--- src/rtl/stopwatch_ctrl.sv ---
// Stopwatch control FSM: button sync/debounce, 1 Hz prescaler, counter strobes and display mode.
// Latency: button level to state/strobe change is DEBOUNCE_CYCLES+3 clocks; strobes are registered.
// Backpressure: none; buttons and switches are sampled every cycle and strobes are single-cycle pulses.
module stopwatch_ctrl #(
    parameter int CNT_W           = 13,
    parameter int TICK_DIV        = 100_000_000,
    parameter int DEBOUNCE_CYCLES = 1_000_000
) (
    input  logic             clk,
    input  logic             rst,
    input  logic             btn_start,
    input  logic             btn_clear,
    input  logic [7:0]       sw,
    input  logic             cnt_at_max,
    output logic             cnt_inc,
    output logic             cnt_clr,
    output logic             cnt_load,
    output logic [CNT_W-1:0] load_val,
    output logic [1:0]       state,
    output logic             running,
    output logic             ovf,
    output logic             blink
);

    localparam logic [1:0] S_IDLE   = 2'b00;
    localparam logic [1:0] S_RUN    = 2'b01;
    localparam logic [1:0] S_PAUSE  = 2'b10;
    localparam logic [1:0] S_ADJUST = 2'b11;

    localparam int DW = $clog2(DEBOUNCE_CYCLES + 1);
    localparam int PW = $clog2(TICK_DIV);

    // Index 0 is the start/stop button, index 1 is the clear button.
    logic [1:0]    sync1;
    logic [1:0]    sync2;
    logic [1:0]    deb;
    logic [1:0]    deb_d;
    logic [1:0]    press;
    logic [DW-1:0] dcnt [2];

    logic [PW-1:0] presc;
    logic          wrap;
    logic          press_clr;
    logic          press_start;

    assign wrap        = (presc == PW'(TICK_DIV - 1));
    assign press_clr   = press[1];
    // Clear wins over start when both arrive in the same cycle.
    assign press_start = press[0] & ~press[1];
    assign running     = (state == S_RUN);

    // Synchronise raw buttons, accept a new level after a full run of differing samples, emit rising-edge press.
    always_ff @(posedge clk or posedge rst) begin
        if (rst) begin
            sync1 <= '0;
            sync2 <= '0;
            deb   <= '0;
            deb_d <= '0;
            press <= '0;
            for (int i = 0; i < 2; i++) begin
                dcnt[i] <= '0;
            end
        end else begin
            sync1 <= {btn_clear, btn_start};
            sync2 <= sync1;
            deb_d <= deb;
            press <= deb & ~deb_d;
            for (int i = 0; i < 2; i++) begin
                if (sync2[i] != deb[i]) begin
                    if (dcnt[i] == DW'(DEBOUNCE_CYCLES - 1)) begin
                        deb[i]  <= sync2[i];
                        dcnt[i] <= '0;
                    end else begin
                        dcnt[i] <= dcnt[i] + DW'(1);
                    end
                end else begin
                    dcnt[i] <= '0;
                end
            end
        end
    end

    // Mode sequencing, prescaler, overflow/blink flags and registered counter strobes.
    always_ff @(posedge clk or posedge rst) begin
        if (rst) begin
            state    <= S_IDLE;
            presc    <= '0;
            ovf      <= 1'b0;
            blink    <= 1'b0;
            cnt_inc  <= 1'b0;
            cnt_clr  <= 1'b0;
            cnt_load <= 1'b0;
            load_val <= '0;
        end else begin
            cnt_inc  <= 1'b0;
            cnt_clr  <= 1'b0;
            cnt_load <= 1'b0;
            case (state)
                S_IDLE: begin
                    if (press_clr) begin
                        cnt_clr <= 1'b1;
                    end else if (press_start) begin
                        state <= S_RUN;
                        presc <= '0;
                    end else if (sw[7]) begin
                        state <= S_ADJUST;
                        presc <= '0;
                    end
                end
                S_RUN: begin
                    if (press_clr) begin
                        cnt_clr <= 1'b1;
                        ovf     <= 1'b0;
                        presc   <= '0;
                    end else if (press_start) begin
                        // Prescaler keeps its phase so resume continues the partial second.
                        state <= S_PAUSE;
                    end else if (wrap) begin
                        presc <= '0;
                        if (cnt_at_max) begin
                            ovf   <= 1'b1;
                            state <= S_PAUSE;
                        end else begin
                            cnt_inc <= 1'b1;
                        end
                    end else begin
                        presc <= presc + PW'(1);
                    end
                end
                S_PAUSE: begin
                    if (press_clr) begin
                        cnt_clr <= 1'b1;
                        ovf     <= 1'b0;
                        presc   <= '0;
                        state   <= S_IDLE;
                    end else if (press_start && !ovf) begin
                        state <= S_RUN;
                    end
                end
                default: begin
                    if (press_clr) begin
                        cnt_clr <= 1'b1;
                    end else if (press_start) begin
                        cnt_load <= 1'b1;
                        load_val <= CNT_W'(sw[6:0]);
                    end
                    // Leaving adjust still honours a press taken in the same cycle (handled above).
                    if (!sw[7]) begin
                        state <= S_IDLE;
                        blink <= 1'b0;
                        presc <= '0;
                    end else if (wrap) begin
                        presc <= '0;
                        blink <= ~blink;
                    end else begin
                        presc <= presc + PW'(1);
                    end
                end
            endcase
        end
    end

endmodule

--- config.mk ---
export PLATFORM = sky130hd
export DESIGN_NAME = stopwatch_ctrl
export DESIGN_NICKNAME = d
export VERILOG_FILES = /design/src/rtl/stopwatch_ctrl.sv
export SDC_FILE = /design/constraint.sdc
export NUM_CORES = 1
export LEC_CHECK = 0
export ABC_AREA = 1
export CAP_MARGIN = 20
export CORE_MARGIN = 2
export CORE_UTILIZATION = 35
export CTS_CLUSTER_SIZE = 28
export DETAILED_ROUTE_END_ITERATION = 16
export HOLD_SLACK_MARGIN = 0.05
export PLACE_DENSITY_LB_ADDON = 0.12
export SYNTH_ARGS = -nofsm -noshare
export SYNTH_HDL_FRONTEND = slang
export SYNTH_SLANG_ARGS = --single-unit
--- constraint.sdc ---
create_clock -name clk -period 8.1 [get_ports clk]
set_input_delay 1.215 -clock clk [delete_from_list [all_inputs] [get_ports clk]]
set_output_delay 1.215 -clock clk [all_outputs]
set_load 0.02 [all_outputs]
==> results.sh <==
export IMPL_static_leakage_power_nw=2.69
export IMPL_critical_path_required_ns=6.88
export IMPL_min_path_cells=0
export IMPL_io_pin_count=34
export IMPL_skew_ns=0.00687
export IMPL_ir_drop_mv=0.105
export IMPL_timing_critical_path_cells="inv_1 -> ha_1 -> clkdlybuf4s50_1"
export IMPL_netlist_area_sq_mm=0.00502
export IMPL_cts_root_buffer="clkbuf_16"
export IMPL_grt_pass1_vias=4096
export IMPL_clock_fmax_mhz=342
export IMPL_largest_reg_flops=40
export IMPL_global_route_wire_length_before_repair_microns=19300
export IMPL_post_synth_main_area_contributors="dfrtp_1 45%, nand2_1 12%, nor2_1 9.0%, inv_1 6.7%, nand3_1 4.1%"
export IMPL_layout_nets=713
export IMPL_crit_type="register to primary output"
export IMPL_vias_per_inst=4.73
export IMPL_vias=4156
export IMPL_end_kind="primary output"
export IMPL_relSlewSlack=0.547
export IMPL_drt_wirelength_per_cell_microns=12.6
export IMPL_pre_cts_ws_ns=5.04
export IMPL_setup_violations=0
export IMPL_critPathMaxFanout=5
export IMPL_floorplan_initialDensity=0.360
export IMPL_yosysTopAreaCell="dfrtp_1"
export IMPL_netlist_instances=658
export IMPL_layout_drive_gt1_share=0.0831
export IMPL_timing_final_hold_violations=0
export IMPL_critical_path_arrival_ns=1.71
export IMPL_post_synth_edffs=0
export IMPL_registers_top_by_ff_count="dcnt"
export IMPL_drc=0
export IMPL_synth_seq_area_share=0.453
export IMPL_biggestRegsByFlops="dcnt: 40 flops, presc: 27 flops, load_val: 7 flops"
export IMPL_place_hpwl_microns=8010
export IMPL_synth_top_flop_cell="dfrtp_1"
export IMPL_synth_top_cell_area_share=0.453
export IMPL_r2r_start="state[0]"
export IMPL_fp_dieW_microns=124
export IMPL_whs_endpoint="sync2[1]"
export IMPL_timing_rr_end="presc[14]"
export IMPL_ant_nets=0
export IMPL_cts_tree="yes"
export IMPL_status="finished, final reports clean"
export IMPL_synth_register_bits=91
export IMPL_setup_repair_after_global_routing_missed_its_margin="no"
export IMPL_antenna_cells_inserted=0
export IMPL_overall_fraction_of_global_route_tracks_in_use=0.162
export IMPL_io_buffers=27
export IMPL_asyncSetResetFlopFracSynth=1.00
export IMPL_antenna_found_initial=0
export IMPL_cpPeakStageDelay_ns=0.62
export IMPL_final_min_clock_period_ns=2.93
export IMPL_timing_hold_worst_class="register to register"
export IMPL_cts_post_setup_buffers_inserted=0
export IMPL_setup_reg_to_reg_worst_slack_ns=6.05
export IMPL_drt_iter0_markers=241
export IMPL_worst_r2r_cell_count=11
export IMPL_worst_max_slew_pin_slew_ns=0.680
export IMPL_power_density_mw_per_mm2=219
export IMPL_synth_lib_cells_used_distinct=34
export IMPL_route_final_wire_length_microns=11100
export IMPL_grt_overflow_total=0
export IMPL_min_from="sync1[1]"
export IMPL_synth_top_cells_by_count="160 x nand2_1, 120 x nor2_1, 91 x dfrtp_1, 89 x inv_1, 41 x nand3_1"
export IMPL_synth_avg_cell_area_sq_um=7.63
export IMPL_grt_max_degree=52
export IMPL_clkSinkCount=91
export IMPL_placementRows=43
export IMPL_type_of_element_launching_the_critical_path="register"
export IMPL_number_of_maximum_capacitance_constraint_violations=0
export IMPL_core_area_sq_mm=0.0139
export IMPL_ctsLongestPathBuffers=2
export IMPL_timing_critical_path_slowest_stage_cell="clkdlybuf4s50_1"
export IMPL_clock_pin_slew_on_the_worst_setup_and_hold_paths_ns=0.06
export IMPL_routabilityCongestion=0.854
export IMPL_cts_buffers=9
export IMPL_post_cts_resize_count=0
export IMPL_share_of_the_cycle_needed_by_the_critical_path_after_routing=0.361
export IMPL_drtPass1Iterations=5
export IMPL_clkLatencyLatePin_ns=0.35
export IMPL_synthToLayoutAreaGrowth_pct=16.0
export IMPL_yosys_cell_count_top_type="nand2_1"
export IMPL_cts_hold_buffers=0
export IMPL_setup_slack_ns=5.17
export IMPL_maxSlewViolCount=0
export IMPL_clock_tree_htree_level_count=3
export IMPL_chipHeight_microns=124
export IMPL_ys_warn_count=0
export IMPL_fin_setup_tns_ns=0
export IMPL_design_die_area_sq_mm=0.0153
==> metal layers <==
metal	vias up	routed length (microns)	GRT usage
met5	-	0	0
li1	2120	-	-
met4	0	167	0.0476
met1	1928	5430	0.217
met3	16	546	0.0559
met2	92	4940	0.248
==> kinds of logic (layout without fill, tap and decap cells) <==
family	Yosys count	after routing	share of synthesized area
simple gates	399	399	0.362
compound gates	33	33	0.0361
flops	91	91	0.453
other cells	1	6	0.000747
buf+inv	101	136	0.0850
fa+ha+maj	7	7	0.0174
xor+xnor	26	26	0.0453
==> power breakdown <==
group          leakage, nW  internal [mW]  total (mW)  switching [mW]
Clock                0.174          0.333       0.513           0.180
Combinational         1.30         0.0805       0.274           0.194
Sequential            1.21          0.470       0.487          0.0166
==> placed cells by master (no fill, tap or decap) <==
master / n
nand2_1: 160
nor2_1: 120
dfrtp_1: 91
inv_1: 88
nand3_1: 41
clkdlybuf4s50_1: 27
nand4_1: 20
xor2_1: 19
nor3_1: 17
a21oi_1: 16
nand2_2: 10
o21ai_0: 9
nor2_2: 9
clkbuf_16: 9
xnor2_1: 7
ha_1: 7
nand3_2: 6
conb_1: 6
nor2_4: 5
nor3_2: 4
bufinv_16: 4
a31oi_1: 3
nand3b_1: 2
nand2_4: 2
nor3_4: 2
inv_2: 2
clkbuf_1: 2
nor4_1: 1
inv_4: 1
clkinv_4: 1
o31ai_1: 1
o21ai_1: 1
a41oi_1: 1
a21o_1: 1
a21oi_2: 1
clkinv_2: 1
buf_4: 1
==> worst max-delay path: cells and delay by family, from the launching register on <==
family	cells	cell delay (ns)
fa+ha+maj	1	0.21
flops	1	0.43
buf+inv	2	0.73
==> how the worst max path moves through the flow <==
stage,start,end,cells after the start
finish,state[1],running,3
global route,state[1],running,3
CTS,state[1],running,3
detailed placement,sw[7],presc[23],8
global placement,sw[7],presc[14],11
floorplan,rst,blink,1
==> layout make-up <==
cell class                 instances  area, sq um
timing repair buffer              28          278
sequential                        91         2280
clock buffer                      11          233
multi-input combinational        471         2340
fill                            1444         8110
inverter                          92          353
tap                              180          225
clock inverter                     5          125
==> stage by stage <==
stage / instance area (sq um) / hold WS [ns] / util / std cells / power [mW]
floorplan: 5040 / 0.331 / - / 663 / 0.708
global placement: 5470 / 0.332 / 0.393 / 862 / 0.774
detailed placement: 5470 / 0.336 / 0.393 / 862 / 0.775
CTS: 5830 / 0.354 / 0.418 / 878 / 1.29
global route: 5830 / 0.360 / 0.418 / 878 / 1.34
finish: 5830 / 0.349 / 0.418 / 878 / 1.27
Note: power is estimated with default switching activity, not from simulation.
